## src/rtl/ysyx_22050598_ifu_fetch.sv

```systemverilog
// Multi-cycle instruction fetch: one outstanding imem read, valid/ready to decode,
// execute jump redirects and trap flushes that override every other PC update.
module ysyx_22050598_ifu_fetch #(
    parameter logic [63:0] RESET_PC = 64'h8000_0000,
    parameter logic [31:0] NOP_INST = 32'h0000_0013
) (
    input  logic        clk,
    input  logic        rst,
    input  logic        jump_flag,
    input  logic [63:0] j_pc,
    input  logic        flush_valid,
    input  logic [63:0] flush_pc,
    output logic        imem_req_valid,
    input  logic        imem_req_ready,
    output logic [63:0] imem_req_addr,
    input  logic        imem_resp_valid,
    input  logic [31:0] imem_resp_data,
    input  logic        imem_resp_err,
    output logic        if_valid,
    input  logic        id_ready,
    output logic [63:0] pc_now,
    output logic [31:0] id_inst,
    output logic        if_fault
);

    typedef enum logic [1:0] {
        S_REQ  = 2'd0,
        S_WAIT = 2'd1,
        S_HOLD = 2'd2
    } state_t;

    state_t      r_state;
    logic [63:0] r_pc;
    logic [31:0] r_inst;
    logic        r_fault;
    logic        r_drop;

    state_t      w_state_nxt;
    logic [63:0] w_pc_nxt;
    logic [31:0] w_inst_nxt;
    logic        w_fault_nxt;
    logic        w_drop_nxt;

    // Redirect targets are word aligned; the low two bits are discarded on load.
    function automatic logic [63:0] align4(input logic [63:0] a);
        return a & 64'hFFFF_FFFF_FFFF_FFFC;
    endfunction

    // State, PC and held-instruction registers.
    always_ff @(posedge clk or negedge rst) begin
        if (!rst) begin
            r_state <= S_REQ;
            r_pc    <= RESET_PC;
            r_inst  <= NOP_INST;
            r_fault <= 1'b0;
            r_drop  <= 1'b0;
        end else begin
            r_state <= w_state_nxt;
            r_pc    <= w_pc_nxt;
            r_inst  <= w_inst_nxt;
            r_fault <= w_fault_nxt;
            r_drop  <= w_drop_nxt;
        end
    end

    // Next-state logic; a flush wins over every other PC source.
    always_comb begin
        w_state_nxt = r_state;
        w_pc_nxt    = r_pc;
        w_inst_nxt  = r_inst;
        w_fault_nxt = r_fault;
        w_drop_nxt  = r_drop;
        case (r_state)
            S_REQ: begin
                if (imem_req_ready) begin
                    w_state_nxt = S_WAIT;
                    w_drop_nxt  = flush_valid;
                end else begin
                    w_state_nxt = S_REQ;
                end
            end
            S_WAIT: begin
                if (imem_resp_valid) begin
                    if (r_drop || flush_valid) begin
                        w_state_nxt = S_REQ;
                        w_drop_nxt  = 1'b0;
                    end else begin
                        w_state_nxt = S_HOLD;
                        w_inst_nxt  = imem_resp_err ? NOP_INST : imem_resp_data;
                        w_fault_nxt = imem_resp_err;
                    end
                end else if (flush_valid) begin
                    w_drop_nxt = 1'b1;
                end else begin
                    w_state_nxt = S_WAIT;
                end
            end
            S_HOLD: begin
                if (flush_valid) begin
                    w_state_nxt = S_REQ;
                end else if (id_ready) begin
                    w_state_nxt = S_REQ;
                    w_pc_nxt    = jump_flag ? align4(j_pc) : r_pc + 64'd4;
                end else begin
                    w_state_nxt = S_HOLD;
                end
            end
            default: begin
                w_state_nxt = S_REQ;
                w_drop_nxt  = 1'b0;
            end
        endcase
        if (flush_valid) begin
            w_pc_nxt = align4(flush_pc);
        end else begin
            w_pc_nxt = w_pc_nxt;
        end
    end

    assign imem_req_valid = (r_state == S_REQ) && rst;
    assign imem_req_addr  = r_pc;
    assign pc_now         = r_pc;
    assign if_valid       = (r_state == S_HOLD);
    assign id_inst        = (r_state == S_HOLD) ? r_inst : NOP_INST;
    assign if_fault       = (r_state == S_HOLD) && r_fault;

endmodule

```

## config.mk

```make
export PLATFORM = sky130hd
export DESIGN_NAME = ysyx_22050598_ifu_fetch
export DESIGN_NICKNAME = d
export VERILOG_FILES = /design/src/rtl/ysyx_22050598_ifu_fetch.sv
export SDC_FILE = /design/constraint.sdc
export NUM_CORES = 1
export LEC_CHECK = 0
export ABC_AREA = 0
export CORE_UTILIZATION = 35
export CTS_BUF_LIST = sky130_fd_sc_hd__clkbuf_8
export CTS_CLUSTER_SIZE = 16
export DETAILED_ROUTE_END_ITERATION = 16
export PLACE_DENSITY = 0.79
export REMOVE_ABC_BUFFERS = 1
export SYNTH_ARGS = -nofsm -noshare
export SYNTH_HDL_FRONTEND = slang
export SYNTH_SLANG_ARGS = --single-unit
```

## constraint.sdc

```tcl
create_clock -name clk -period 3.1 [get_ports clk]
set_clock_uncertainty 0.05 [all_clocks]
set_input_delay 0.62 -clock clk [delete_from_list [all_inputs] [get_ports clk]]
set_output_delay 0.62 -clock clk [all_outputs]
set_load 0.01 [all_outputs]
```

==> run_results.csv <==
group,metric,value,unit
pwr,internal_power,2700,uW
setup_path,critical_path_peak_fanout,30,
synthesis,synthCells,901,
layout,n_antenna_cell,0,
setup_path,worst_setup_path_start_kind,"flip-flop",
run,cap_violations,0,
synthesis,ys_warn_count,0,
sta,setup_viol,0,
place,dp_slack,0.432,ns
route,drt_first_iter_violations,323,
layout,drive_gt1_share,6.83,%
synthesis,async_flop_share,100,%
worst_hold_path,hp-class,"in2async",
die,die_x,145,um
clock_network,clk_pin_slew,0.11,ns
setup_path,cp_data_arrival_time,2.12,ns
sta,finalMaxSlewViolations,0,
synthesis,synth_top_family_by_area,"simple AND/OR/NAND/NOR gates",
synthesis,synth-compound-area-share,20.9,%
layout,regArea,2460,um2
clock_network,cts_tree,"built",
layout,mostFrequentLayoutCells,"clkdlybuf4s50_1, nand2_1, dfrtp_1, o21ai_0, nor2_1",
sta,holdWs,0.197,ns
pwr,pwr-share-clk,18.6,%
route,wl,27000,um
synthesis,synth-xor-area-share,2.70,%
synthesis,yosysTopAreaCell,"dfrtp_1",
pwr,peakVddDrop,0.238,mV
sta,worst_slew_pin_slew,0.963,ns
sta,relSlewSlack,35.5,%
pwr,sw_frac_of_total,35.0,%
die,initial_core_util,36.2,%
synthesis,synthAdderAreaFrac,0.175,%
setup_path,startpoint,"r_state[1]$_DFFE_PN0P_",
clock_network,insertion_delay,0.38,ns
die,core.rowCount,51,
clock_network,clock_path_buffers,2,
global_routing,grtUsageTotal,26.0,%
status,status,"completed",
clock_network,clock-sinks,98,
layout,nets,1320,
synthesis,synth-seq-cells,98,
synthesis,synthFlopType,"dfrtp_1",
layout,multiInputGateArea,3930,um2
synthesis,yosys-top-cells-area,"dfrtp_1, buf_4, o21ai_0",
setup_path,worstRegToRegCells,6,
setup_path,rr_endpoint,"imem_req_addr[60]$_DFFE_PN0P_",
sta,setup_slack,0.314,ns
global_routing,grt_max_degree,67,
sta,hold_violations,0,
place,gp_congestion,0.929,
place,io_buffers,322,
die,core-area,19700,um2
global_routing,antenna_found_initial,0,
clock_network,cts_made_buffers,9,
synthesis,ys_types,73,
setup_path,r2r_start,"imem_req_addr[6]$_DFFE_PN0P_",
layout,synthToLayoutAreaGrowth,46.2,%
die,die_h,145,um
route,vias,7691,
route,drc_errors,0,
setup_path,cp.required,2.43,ns
sta,period_minus_slack,2.79,ns
sta,max_clock_freq,359,MHz
route,drt.antenna.violating_nets,0,
synthesis,yosys.area.top_type_share,33.0,%
clock_network,cts_root_buffer,"clkbuf_8",
setup_path,endpoint,"id_inst[28]",
pwr,comb_power_share,35.8,%
setup_path,worstSetupPathType,"reg2out",
layout,mostFrequentLayoutCell,"clkdlybuf4s50_1",
sta,rsz0062_at_grt,"false",
global_routing,grt_pass1_wl,41600,um
synthesis,syn_avg_cell_area,7.92,um2
route,drt-wirelength-per-cell,19.0,um
synthesis,synthMuxAreaShare,1.18,%
setup_path,endpoint_kind,"output pin",
pwr,p_sw,1460,uW
pwr,power_density,399,nW/um2
synthesis,ys_seq_area_share,34.5,%
global_routing,grt_pass1_vias,7488,
synthesis,synth_simple_gate_area_share,30.0,%
die,pin_count,331,
place,dpl.hpwl,20600,um
clock_network,cts_setup_buffers,0,
clock_network,htree_levels,3,
route,viasPerCell,5.41,
sta,min_period_over_period,89.9,%
die,die_area,21000,um2
setup_path,rrSetupSlack,0.44,ns
synthesis,syn-cell-area,7130,um2
route,first_pass_iters,5,
clock_network,cts_resized,0,
pwr,seqPwrFrac,45.6,%
layout,fill_cells,1831,
pwr,p_leak,0.00405,uW
global_routing,grt_overflow,0,
synthesis,synth_edf_count,0,
clock_network,hold_buffers,0,
critical path: stages (launching register included):
cell	delay (ns)
dfrtp_1	0.48
nor2b_1	0.20
buf_4	0.30
and2_1	0.19
clkdlybuf4s50_1	0.55
flip-flops by register name, summed over array words and instances (netlist names):
signal,count
imem_req_addr,62
r_fault,1
r_inst,32
r_state,2
r_drop,1
through the flow:
stage | cells | cell area [um2] | util [%] | setup TNS [ns] | power (uW)
6_report | 1421 | 10400 | 52.9 | 0 | 4160
5_1_grt | 1421 | 10400 | 52.9 | 0 | 4440
4_1_cts | 1421 | 10400 | 52.9 | 0 | 4200
3_5_place_dp | 1405 | 10300 | 52.0 | 0 | 3420
3_3_place_gp | 1405 | 10300 | 52.0 | 0 | 3360
2_1_floorplan | 780 | 6420 | - | -0.00592 | 2440
synth_stat cells (21+ instances only):
library cell / instances
dfrtp_1: 94
nor3_1: 21
o21ai_0: 85
and2_1: 32
buf_4: 67
nand2b_1: 37
nand3_1: 33
nand2_1: 103
nor2_1: 74
a21oi_1: 53
nand4_1: 21
clkbuf_1: 44
worst min path at each step:
stage / end / slack [ns] / start / cells past startpoint
6_report: r_inst[24]$_DFFE_PN0P_ / 0.20 / rst / 2
5_1_grt: r_inst[24]$_DFFE_PN0P_ / 0.22 / rst / 2
4_1_cts: r_inst[24]$_DFFE_PN0P_ / 0.20 / rst / 2
3_5_place_dp: r_inst[4]$_DFFE_PN1P_ / 0.40 / r_inst[4]$_DFFE_PN1P_ / 2
3_3_place_gp: r_inst[0]$_DFFE_PN1P_ / 0.39 / r_inst[0]$_DFFE_PN1P_ / 2
2_1_floorplan: imem_req_addr[10]$_DFFE_PN0P_ / 0.27 / rst / 0
cells by family (layout without fill, tap and decap cells):
group,Yosys count,after routing
other,1,4
buffers and inverters,134,386
xor gates and xnor gates,22,22
DFF,98,98
AOI/OAI and AO/OA,239,239
and+or+nand+nor,398,398
adders and majority gates,1,1
muxes,8,8
power by group through the flow:
stage	clock, uW	combinational, uW	sequential (uW)
global placement	0	1470	1900
CTS	795	1500	1900
floorplan	0	510	1930
global route	843	1650	1950
finish	774	1490	1900
detailed placement	0	1510	1910
layer usage:
layer,global-route usage (%),routed length [um]
met5,0,0
met4,9.20,633
met3,7.54,2590
met2,44.8,13200
met1,30.5,10600
layout make-up:
cell class / count / share of cell area (%)
clock buffers: 9 / 1.19
clock inverters: 7 / 0.384
inverters: 10 / 0.360
multi-input cells: 672 / 37.7
flip-flops and latches: 98 / 23.6
well taps: 265 / 3.18
repair buffers: 360 / 33.6
(Power assumes the default switching activity.)
